[src/rtl/dcache_ctrl_pkg.sv]
// dcache_ctrl_pkg
//   Shared definitions for the data cache controller: FSM state encoding,
//   byte-offset width and the small byte-lane helpers used by both the
//   controller and the storage array.
//   No ports (package).
package dcache_ctrl_pkg;

    localparam int BYTE_OFF_W = 2;
    localparam int DATA_W     = 32;

    typedef enum logic [1:0] {
        ST_IDLE      = 2'd0,
        ST_WRITEBACK = 2'd1,
        ST_REFILL    = 2'd2,
        ST_DONE      = 2'd3
    } state_e;

    // Byte-lane enable for a store: all four lanes for a word store,
    // otherwise the single lane selected by the byte offset.
    function automatic logic [3:0] lane_mask(input logic is_word, input logic [1:0] boff);
        if (is_word) begin
            return 4'hF;
        end
        return 4'b0001 << boff;
    endfunction

    // Little-endian byte select.
    function automatic logic [7:0] pick_byte(input logic [31:0] w, input logic [1:0] boff);
        case (boff)
            2'd0:    return w[7:0];
            2'd1:    return w[15:8];
            2'd2:    return w[23:16];
            default: return w[31:24];
        endcase
    endfunction

endpackage

[src/rtl/dcache_ctrl_array.sv]
// dcache_ctrl_array
//   Storage for the direct-mapped cache: per-line valid/dirty/tag plus the
//   data RAM organised as NUM_LINES x WORDS_PER_LINE 32-bit words.
//   Ports:
//     clock, rst           clock and synchronous active-high reset (valid/dirty only)
//     rd_idx, rd_word      combinational read port: line metadata + one data word
//     line_valid/dirty/tag metadata of line rd_idx
//     line_word            data word rd_word of line rd_idx
//     wr_en/wr_idx/wr_word/wr_be/wr_data
//                          synchronous data write with byte-lane enables
//     set_dirty, clr_dirty dirty-bit updates for line wr_idx
//     fill_done, fill_tag  line wr_idx becomes valid, clean, tagged fill_tag
module dcache_ctrl_array
    import dcache_ctrl_pkg::*;
#(
    parameter int NUM_LINES      = 4,
    parameter int WORDS_PER_LINE = 4,
    parameter int TAG_W          = 26,
    localparam int IDX_W         = $clog2(NUM_LINES),
    localparam int WOFF_W        = $clog2(WORDS_PER_LINE)
) (
    input  logic                clock,
    input  logic                rst,
    input  logic [IDX_W-1:0]    rd_idx,
    input  logic [WOFF_W-1:0]   rd_word,
    output logic                line_valid,
    output logic                line_dirty,
    output logic [TAG_W-1:0]    line_tag,
    output logic [DATA_W-1:0]   line_word,
    input  logic                wr_en,
    input  logic [IDX_W-1:0]    wr_idx,
    input  logic [WOFF_W-1:0]   wr_word,
    input  logic [3:0]          wr_be,
    input  logic [DATA_W-1:0]   wr_data,
    input  logic                set_dirty,
    input  logic                clr_dirty,
    input  logic                fill_done,
    input  logic [TAG_W-1:0]    fill_tag
);

    localparam int DEPTH = NUM_LINES * WORDS_PER_LINE;

    logic [NUM_LINES-1:0] valid_q, valid_d;
    logic [NUM_LINES-1:0] dirty_q, dirty_d;
    logic [TAG_W-1:0]     tag_q [NUM_LINES];
    logic [TAG_W-1:0]     tag_d [NUM_LINES];
    logic [DATA_W-1:0]    data_q [DEPTH];

    logic [IDX_W+WOFF_W-1:0] wr_addr;
    logic [IDX_W+WOFF_W-1:0] rd_addr;

    assign wr_addr = {wr_idx, wr_word};
    assign rd_addr = {rd_idx, rd_word};

    // Metadata read depends on the line index only, so the controller can
    // decide hit/miss before choosing which word to read.
    assign line_valid = valid_q[rd_idx];
    assign line_dirty = dirty_q[rd_idx];
    assign line_tag   = tag_q[rd_idx];
    assign line_word  = data_q[rd_addr];

    always_comb begin
        valid_d = valid_q;
        dirty_d = dirty_q;
        tag_d   = tag_q;
        if (set_dirty) begin
            dirty_d[wr_idx] = 1'b1;
        end
        if (clr_dirty) begin
            dirty_d[wr_idx] = 1'b0;
        end
        if (fill_done) begin
            valid_d[wr_idx] = 1'b1;
            dirty_d[wr_idx] = 1'b0;
            tag_d[wr_idx]   = fill_tag;
        end
    end

    always_ff @(posedge clock) begin
        if (rst) begin
            valid_q <= '0;
            dirty_q <= '0;
        end else begin
            valid_q <= valid_d;
            dirty_q <= dirty_d;
        end
    end

    // Tags are meaningless while the line is invalid, so they need no reset.
    always_ff @(posedge clock) begin
        tag_q <= tag_d;
    end

    // Data RAM: not reset; byte-lane write enables.
    always_ff @(posedge clock) begin
        if (wr_en) begin
            for (int b = 0; b < 4; b++) begin
                if (wr_be[b]) begin
                    data_q[wr_addr][b*8 +: 8] <= wr_data[b*8 +: 8];
                end
            end
        end
    end

endmodule

[src/rtl/dcache_ctrl.sv]
// dcache_ctrl
//   Direct-mapped, write-back, write-allocate data cache for the memory
//   stage. Hits complete combinationally; a miss raises stall while a dirty
//   victim is written back and the line is refilled one word at a time.
//   Ports:
//     clock, rst            clock, synchronous active-high reset
//     address, write_data   CPU byte address and store data
//     memRead, memWrite     load / store request (both set = store)
//     word                  1 = 32-bit access, 0 = byte access
//     read_data             load result (zero-extended for byte loads)
//     stall                 access not complete, hold the pipeline
//     mem_addr/mem_wdata/mem_req/mem_we
//                           main-memory request, word aligned
//     mem_rdata, mem_ready  main-memory read data and completion
//
//   Memory handshake: a beat is transferred on every rising edge where
//   mem_req and mem_ready are both 1. While mem_req is 1 and mem_ready is 0,
//   mem_addr, mem_we and mem_wdata hold their values; mem_ready is ignored
//   while mem_req is 0. mem_req stays high across the words of a line.
//
//   The miss-detect cycle already issues the first beat of the writeback or
//   refill, so with mem_ready tied high a clean miss stalls for 5 cycles and
//   completes on the 6th, and a dirty miss completes on the 10th.
module dcache_ctrl
    import dcache_ctrl_pkg::*;
#(
    parameter int NUM_LINES      = 4,
    parameter int WORDS_PER_LINE = 4,
    parameter int ADDR_W         = 32
) (
    input  logic              clock,
    input  logic              rst,
    input  logic [ADDR_W-1:0] address,
    input  logic [31:0]       write_data,
    input  logic              memRead,
    input  logic              memWrite,
    input  logic              word,
    output logic [31:0]       read_data,
    output logic              stall,
    output logic [ADDR_W-1:0] mem_addr,
    output logic [31:0]       mem_wdata,
    output logic              mem_req,
    output logic              mem_we,
    input  logic [31:0]       mem_rdata,
    input  logic              mem_ready
);

    localparam int WOFF_W   = $clog2(WORDS_PER_LINE);
    localparam int IDX_W    = $clog2(NUM_LINES);
    localparam int WOFF_LSB = BYTE_OFF_W;
    localparam int IDX_LSB  = WOFF_LSB + WOFF_W;
    localparam int TAG_LSB  = IDX_LSB + IDX_W;
    localparam int TAG_W    = ADDR_W - TAG_LSB;
    localparam logic [WOFF_W-1:0] LAST_WORD = WOFF_W'(WORDS_PER_LINE - 1);

    // Registered state (the FSM state is observable as state_q).
    state_e            state_q, state_d;
    logic [WOFF_W-1:0] cnt_q, cnt_d;
    logic [IDX_W-1:0]  miss_idx_q, miss_idx_d;
    logic [TAG_W-1:0]  miss_tag_q, miss_tag_d;

    // Address decode.
    logic [1:0]        cpu_boff;
    logic [WOFF_W-1:0] cpu_woff;
    logic [IDX_W-1:0]  cpu_idx;
    logic [TAG_W-1:0]  cpu_tag;
    logic              access;
    logic              in_idle;

    // "Effective" view: in IDLE the live CPU address, otherwise the address
    // latched at the miss. This lets the miss cycle act as the first beat.
    logic [IDX_W-1:0]  eff_idx;
    logic [TAG_W-1:0]  eff_tag;
    logic [WOFF_W-1:0] eff_cnt;
    state_e            eff_state;
    logic              hit;
    logic              miss;

    // Array interface.
    logic              line_valid, line_dirty;
    logic [TAG_W-1:0]  line_tag;
    logic [31:0]       line_word;
    logic [WOFF_W-1:0] arr_rd_word;
    logic              arr_we;
    logic [WOFF_W-1:0] arr_wword;
    logic [3:0]        arr_be;
    logic [31:0]       arr_wdata;
    logic              set_dirty, clr_dirty, fill_done;

    always_comb begin
        cpu_boff = address[1:0];
        cpu_woff = address[IDX_LSB-1:WOFF_LSB];
        cpu_idx  = address[TAG_LSB-1:IDX_LSB];
        cpu_tag  = address[ADDR_W-1:TAG_LSB];
        access   = memRead | memWrite;
        in_idle  = (state_q == ST_IDLE);
        eff_idx  = in_idle ? cpu_idx : miss_idx_q;
        eff_tag  = in_idle ? cpu_tag : miss_tag_q;
        eff_cnt  = in_idle ? '0 : cnt_q;
    end

    // Hit/miss uses only the index-addressed metadata; the data word read
    // is then chosen: the requested word on a hit, the counter word otherwise
    // (victim word during writeback).
    always_comb begin
        hit         = line_valid && (line_tag == cpu_tag);
        miss        = in_idle && access && !hit;
        arr_rd_word = (in_idle && hit) ? cpu_woff : eff_cnt;
        eff_state   = state_q;
        if (miss) begin
            eff_state = (line_valid && line_dirty) ? ST_WRITEBACK : ST_REFILL;
        end
    end

    dcache_ctrl_array #(
        .NUM_LINES      (NUM_LINES),
        .WORDS_PER_LINE (WORDS_PER_LINE),
        .TAG_W          (TAG_W)
    ) u_array (
        .clock      (clock),
        .rst        (rst),
        .rd_idx     (eff_idx),
        .rd_word    (arr_rd_word),
        .line_valid (line_valid),
        .line_dirty (line_dirty),
        .line_tag   (line_tag),
        .line_word  (line_word),
        .wr_en      (arr_we),
        .wr_idx     (eff_idx),
        .wr_word    (arr_wword),
        .wr_be      (arr_be),
        .wr_data    (arr_wdata),
        .set_dirty  (set_dirty),
        .clr_dirty  (clr_dirty),
        .fill_done  (fill_done),
        .fill_tag   (eff_tag)
    );

    always_comb begin
        state_d    = state_q;
        cnt_d      = cnt_q;
        miss_idx_d = miss_idx_q;
        miss_tag_d = miss_tag_q;
        stall      = 1'b0;
        read_data  = '0;
        mem_req    = 1'b0;
        mem_we     = 1'b0;
        mem_addr   = '0;
        mem_wdata  = '0;
        arr_we     = 1'b0;
        arr_wword  = eff_cnt;
        arr_be     = 4'h0;
        arr_wdata  = '0;
        set_dirty  = 1'b0;
        clr_dirty  = 1'b0;
        fill_done  = 1'b0;

        if (miss) begin
            miss_idx_d = cpu_idx;
            miss_tag_d = cpu_tag;
            cnt_d      = '0;
        end

        case (eff_state)
            ST_IDLE: begin
                // Reaching here with an access means it hit.
                if (access) begin
                    if (memWrite) begin
                        arr_we    = 1'b1;
                        arr_wword = cpu_woff;
                        arr_be    = lane_mask(word, cpu_boff);
                        arr_wdata = word ? write_data : {4{write_data[7:0]}};
                        set_dirty = 1'b1;
                    end else begin
                        read_data = word ? line_word : {24'd0, pick_byte(line_word, cpu_boff)};
                    end
                end
            end

            ST_WRITEBACK: begin
                stall     = 1'b1;
                mem_req   = 1'b1;
                mem_we    = 1'b1;
                mem_addr  = {line_tag, eff_idx, eff_cnt, 2'b00};
                mem_wdata = line_word;
                state_d   = ST_WRITEBACK;
                cnt_d     = eff_cnt;
                if (mem_ready) begin
                    if (eff_cnt == LAST_WORD) begin
                        clr_dirty = 1'b1;
                        cnt_d     = '0;
                        state_d   = ST_REFILL;
                    end else begin
                        cnt_d = eff_cnt + 1'b1;
                    end
                end
            end

            ST_REFILL: begin
                stall    = 1'b1;
                mem_req  = 1'b1;
                mem_addr = {eff_tag, eff_idx, eff_cnt, 2'b00};
                state_d  = ST_REFILL;
                cnt_d    = eff_cnt;
                if (mem_ready) begin
                    arr_we    = 1'b1;
                    arr_be    = 4'hF;
                    arr_wdata = mem_rdata;
                    if (eff_cnt == LAST_WORD) begin
                        fill_done = 1'b1;
                        cnt_d     = '0;
                        state_d   = ST_DONE;
                    end else begin
                        cnt_d = eff_cnt + 1'b1;
                    end
                end
            end

            ST_DONE: begin
                // One settling cycle; the held access then hits in IDLE.
                stall   = 1'b1;
                state_d = ST_IDLE;
            end

            default: begin
                state_d = ST_IDLE;
            end
        endcase
    end

    always_ff @(posedge clock) begin
        if (rst) begin
            state_q    <= ST_IDLE;
            cnt_q      <= '0;
            miss_idx_q <= '0;
            miss_tag_q <= '0;
        end else begin
            state_q    <= state_d;
            cnt_q      <= cnt_d;
            miss_idx_q <= miss_idx_d;
            miss_tag_q <= miss_tag_d;
        end
    end

endmodule

[config.mk]
export PLATFORM = sky130hd
export DESIGN_NAME = dcache_ctrl
export DESIGN_NICKNAME = d
export VERILOG_FILES = /design/src/rtl/dcache_ctrl_pkg.sv /design/src/rtl/dcache_ctrl_array.sv /design/src/rtl/dcache_ctrl.sv
export SDC_FILE = /design/constraint.sdc
export NUM_CORES = 1
export LEC_CHECK = 0
export BUFFER_PORTS_ARGS = -buffer_cell sky130_fd_sc_hd__buf_2
export CAP_MARGIN = 25
export CORE_MARGIN = 5
export CORE_UTILIZATION = 35
export DETAILED_ROUTE_END_ITERATION = 12
export REMOVE_ABC_BUFFERS = 1
export SLEW_MARGIN = 20
export SYNTH_ARGS = -nofsm -noshare
export SYNTH_HDL_FRONTEND = slang
export SYNTH_HIERARCHICAL = 1
export SYNTH_SLANG_ARGS = --single-unit
[constraint.sdc]
create_clock -name clock -period 9.5 [get_ports clock]
set_input_delay 2.375 -clock clock [delete_from_list [all_inputs] [get_ports clock]]
set_output_delay 2.375 -clock clock [all_outputs]
set_load 0.02 [all_outputs]
==> results.ini, run 1 <==
[clocking]
clockBufferDepth=3
cts.sinks=656
clk_pin_slew_ns=0.06
clock_latency_ns=0.62
cts_tree=done
ctsRootBufferMaster=clkbuf_16
htree_levels=3
postCtsHoldBufs=0
cts_made_buffers=70

[worst_setup_path]
worst_setup_path_end_kind=output pin
timing.rr.end=u_array/data_q[9][8]
start_kind=primary input
ff2ff_path_depth=17
r2r-start=state_q[0]
crit_fanout=8
r2r_slack_ns=2.90
crit_type=in -> out
critPathArrivalTime_ns=6.94
required_ns=7.13

[yosys]
netlist_top_cells_count=edfxtp_1 (616), mux4_2 (157), nor2_1 (150), a22oi_1 (97), nand2_1 (89)
syn_inst=1552
avgSynthCellArea_um2=17.5
synth_top_cells_by_area=edfxtp_1 (68%), mux4_2 (13%), dfxtp_1 (3.0%)
synthArstFlopShare_pct=0
yosysTopAreaCell=edfxtp_1
yosysUniqueCellTypes=37
syn_area_um2=27100
synthFlopType=edfxtp_1
yosysWarnings=6
ys_seq_area_share_pct=71.1
ys_ff_latch=656
yosysMostFrequentCell=edfxtp_1
synth_top_area_share_pct=68.2
synth_edf_count=616

[cells_and_area]
fin_nets=1940
synthToLayoutAreaGrowth_pct=19.0
fillCellCount=6901
drive_gt1_share_pct=32.8
fin_cells=2931

[detailed_routing]
highest_layer=met5
drtIter0Drc=1592
vias=15500
wl_met3_um=6280
vias_per_cell=5.30
drc=0
wl_met2_um=35000
ant_nets=0
wl_met1_um=30500
wl_um=73600
wire_per_inst_um=25.1
dr.pass1.iters=7

[global_routing]
grt_pass1_wl_um=107000
grt_pass1_vias=15700
overflow=0
antenna_found_initial=13
grt_max_degree=60
grt_use_total_pct=17.4

[pwr]
powerDensity_nw_per_um2=215
power.leakage_nw=11.0
ir_drop_mv=0.134
total_power_mw=6.93

[timing]
final-hold-violation-count=0
max_freq_mhz=107
slew_headroom_pct=28.5
tightest_slew_ns=1.07
min_period_over_period_pct=98.1
finalClockSkew_ns=0.0294
setup_violations=0
slew_viol_final=0
period_minus_slack_ns=9.32

[hold_path]
holdPathEnd=u_array/valid_q[2]
whs_path_depth=2
worstHoldPathType=reg -> reg
min_from=u_array/valid_q[2]

[floorplan]
die_h_um=288
core_area_um2=77200
ios=201
num_rows=102
start_util_pct=35.1
die_x_um=288
die_area_um2=83200

[place]
place_inst=2773
port_buffers=198
hpwl_um=48400
place_congestion=0.799

[status]
status=complete, no violations

[job]
maxCapViolCount=0

-- registers in the layout (all words and copies together), names as in the netlist --
| register | flops |
|---|---|
| cnt_q | 2 |
| miss_idx_q | 2 |
| miss_tag_q | 26 |
| state_q | 2 |
| u_array/data_q | 512 |
| u_array/dirty_q | 4 |
| u_array/tag_q | 104 |
| u_array/valid_q | 4 |
-- worst max-delay path, stage by stage --
cell     delay (ns)
buf_2          0.11
mux2_4         0.33
buf_6          0.17
mux4_2         0.46
xnor2_1        0.16
nand4_1        0.22
nor4_4         0.39
and2_4         0.21
nand3_1        0.12
nand2_4        0.20
buf_12         0.15
buf_4          0.16
buf_12         0.14
mux4_2         0.50
a22oi_2        0.19
nand2_1        0.15
mux2_2         0.29
a22oi_1        0.17
nor2_1         0.07
a21oi_1        0.14
nor2_1         0.05
buf_2          0.19
-- how the worst max path moves through the flow --
stage                    start            to  slack (ns)  cells past startpoint
detailed placement  address[4]  read_data[1]       -0.10                     21
CTS                 address[4]  read_data[0]        0.05                     19
finish              address[4]  read_data[2]        0.18                     22
global route        address[4]  read_data[1]      -0.002                     20
floorplan           address[4]  read_data[0]       -3.99                     14
global placement    address[4]  read_data[0]        0.02                     19
-- cell usage in the layout (no fill, tap or decap), types with 3 or more instances in the layout --
cell type | netlist | final
nor2_1 | 150 | 145
edfxtp_1 | 616 | 616
nand2_1 | 89 | 84
clkinv_2 | 0 | 13
nand4_1 | 6 | 6
a22oi_1 | 97 | 95
mux2i_1 | 28 | 28
o21ai_0 | 35 | 33
xnor2_1 | 27 | 27
clkinvlp_4 | 0 | 3
diode_2 | 0 | 6
clkbuf_16 | 0 | 72
buf_4 | 12 | 89
nor2b_1 | 16 | 14
buf_12 | 0 | 13
dfxtp_1 | 40 | 40
a21oi_1 | 44 | 43
buf_2 | 15 | 197
o21ai_1 | 1 | 3
mux4_2 | 157 | 157
ha_1 | 6 | 5
mux2_2 | 35 | 33
inv_1 | 9 | 9
and3_1 | 3 | 3
and2_1 | 64 | 62
a22o_1 | 8 | 8
nor2_2 | 0 | 4
clkinv_1 | 0 | 8
clkbuf_1 | 53 | 16
bufinv_16 | 0 | 4
buf_6 | 3 | 3
nand2_2 | 0 | 3
inv_16 | 0 | 3
a211oi_1 | 5 | 5
nand3_1 | 8 | 8
-- per-stage QoR --
stage                     setup slack (ns)   TNS, ns  area [µm²]  utilization (%)  hold WS [ns]
after floorplan                      -3.99   -232.32       26700                -         0.431
after global placement              0.0175         0       29700             38.5         0.447
after detailed placement            -0.102    -0.129       29800             38.5         0.461
after CTS                           0.0490         0       32000             41.5         0.484
after global routing              -0.00174  -0.00174       32300             41.8         0.515
final                                0.181         0       32300             41.8         0.474
-- routing by layer --
metal	GRT usage, %	vias up
met2	28.0	655
li1	-	6721
met1	23.6	8049
met5	0	-
met3	4.59	103
met4	4.55	14
-- repair_timing --
| item | in CTS | in global routing |
|---|---|---|
| resized for setup | 4 | 11 |
| pin swaps | 1 | 5 |
| setup endpoints to repair | 2 | 8 |
| cloned | 0 | 0 |
| setup buffers | 4 | 11 |
-- cell families after synthesis --
group | synth area share [%]
AO/OA/AOI/OAI | 4.72
XOR/XNOR | 0.872
adder cells (fa/ha/maj) | 0.277
buffers and inverters | 1.77
flip-flops | 71.1
multiplexers | 15.5
other | 0.0138
AND/OR/NAND/NOR | 5.70
-- layout make-up --
class | count | area [µm²] | share of cell area (%)
Sequential cell | 656 | 19300 | 59.8
Tap cell | 1040 | 1300 | 4.03
Antenna cell | 6 | 15.0 | 0.0465
Timing Repair Buffer | 303 | 1960 | 6.08
Clock buffer | 90 | 1890 | 5.85
Clock inverter | 35 | 340 | 1.05
Multi-Input combinational cell | 792 | 7450 | 23.1
Inverter | 9 | 33.8 | 0.105
-- power breakdown --
part / total [mW] / leakage [nW] / internal, mW / switching [mW]
registers: 3.28 / 5.97 / 3.26 / 0.0141
logic: 0.989 / 3.91 / 0.360 / 0.628
clock network: 2.66 / 1.09 / 1.53 / 1.13
No activity file was read; power rests on OpenSTA's default activity.
==> run 2: changes to the inputs <==
--- a/config.mk
+++ b/config.mk
@@ -5,11 +5,11 @@
 export SDC_FILE = /design/constraint.sdc
 export NUM_CORES = 1
 export LEC_CHECK = 0
-export BUFFER_PORTS_ARGS = -buffer_cell sky130_fd_sc_hd__buf_2
 export CAP_MARGIN = 25
 export CORE_MARGIN = 5
-export CORE_UTILIZATION = 35
+export CORE_UTILIZATION = 30
 export DETAILED_ROUTE_END_ITERATION = 12
+export DONT_BUFFER_PORTS = 1
 export REMOVE_ABC_BUFFERS = 1
 export SLEW_MARGIN = 20
 export SYNTH_ARGS = -nofsm -noshare
==> results.ini, run 2 (synthesis results as in run 1) <==
[clocking]
clockBufferDepth=3
cts_tree=done
clock_latency_ns=0.61
cts_setup_buffers=0
cts.sinks=656
cts_made_buffers=66
ctsRootBufferMaster=clkbuf_16
htree_levels=3
clk_pin_slew_ns=0.06

[worst_setup_path]
critPathArrivalTime_ns=6.84
start_kind=primary input
crit_fanout=17
r2r_slack_ns=2.86
required_ns=7.13
worst_setup_path_end_kind=output pin
crit_type=in -> out

[global_routing]
grt_use_total_pct=14.8
antenna_found_initial=4
grt_pass1_wl_um=106000
overflow=0
grt_pass1_vias=14900
grt_max_degree=45

[cells_and_area]
final_common_cell=edfxtp_1
largest_register_ffs=512
top_register=u_array/data_q
fin_area_um2=31300
layout_common_cells=edfxtp_1 (616), mux4_2 (157), nor2_1 (146), a22oi_1 (97), buf_4 (92)
fin_nets=1736
synthToLayoutAreaGrowth_pct=15.4
drive_gt1_share_pct=24.1
utilization_pct=34.8
top_regs=u_array/data_q (512), u_array/tag_q (104), miss_tag_q (26)
fin_cells=2858

[place]
place_congestion=0.797
hpwl_um=50200
dp_worst_setup_slack_ns=0.182
place_inst=2732
port_buffers=0
dpl_cell_area_um2=29100

[timing]
min_period_over_period_pct=97.0
slew_viol_final=0
tightest_slew_ns=1.09
worst_slack_ns=0.285
final-hold-violation-count=0
period_minus_slack_ns=9.22
setup_violations=0
rsz0062_at_grt=no
finalClockSkew_ns=0.0278
slew_headroom_pct=26.8
tns_ns=0
whs_ns=0.475
max_freq_mhz=109

[detailed_routing]
ant_nets=0
drtIter0Drc=1511
wl_um=74200
wire_per_inst_um=25.9
dr.pass1.iters=5
vias=14900
vias_per_cell=5.20
drc=0

[floorplan]
die_x_um=311
die_area_um2=96600
num_rows=110
ios=201
start_util_pct=30.2
core_area_um2=89900
die_h_um=311

[pwr]
total_power_mw=6.81
ir_drop_mv=0.119
powerDensity_nw_per_um2=218
power.leakage_nw=10.0

[status]
status=complete, no violations

[job]
maxCapViolCount=0

[hold_path]
worstHoldPathType=reg -> reg

==> run 2: layout make-up <==
| type | instances | area [µm²] |
|---|---|---|
| Clock buffer | 78 | 1750 |
| Inverter | 9 | 33.8 |
| Clock inverter | 41 | 422 |
| Multi-Input combinational cell | 792 | 7420 |
| Tap cell | 1176 | 1470 |
| Fill cell | 8392 | 58600 |
| Sequential cell | 656 | 19300 |
| Timing Repair Buffer | 103 | 906 |
| Antenna cell | 3 | 7.51 |
==> run 2: path summary, 6_finish.rpt <==
check                                        start                     to  cells past startpoint
worst min-delay path            u_array/valid_q[3]     u_array/valid_q[3]                      2
worst min register to register  u_array/valid_q[3]     u_array/valid_q[3]                      2
worst max register to register          state_q[0]  u_array/data_q[9][29]                     16
worst max-delay path                    address[4]           read_data[3]                     17
==> run 2: power breakdown <==
part	switching (mW)	internal (mW)
combinational	0.600	0.319
clock	1.09	1.52
sequential	0.0146	3.26
total	1.71	5.10
==> run 2: timing repair <==
| item | in CTS | in global routing |
|---|---|---|
| hold buffers | 0 | 0 |
| setup endpoints to repair | 0 | 7 |
| resized for setup | 0 | 3 |
| endpoints found under the hold margin | 0 | 0 |
==> run 2: layer usage <==
metal	up-vias	wire length [µm]	share of wire [%]	track usage, %
met2	686	34300	46	23.0
li1	6320	-	-	-
met5	-	13	0.018	0
met1	7793	31100	42	20.5
met3	72	7600	10	4.96
met4	2	1100	1.5	2.65
==> run 2: worst max-delay path: stages <==
cell and delay (ns):
mux2_2 0.28, buf_12 0.18, mux4_2 0.46, xnor2_1 0.17
nand4_1 0.26, nor4_4 0.35, and2_1 0.23, nand3_1 0.14
nand2_4 0.22, buf_4 0.34, mux4_2 0.55, a22oi_1 0.32
nand2_1 0.26, a22oi_1 0.34, nor2_1 0.08, a21oi_1 0.12
nor2_1 0.14
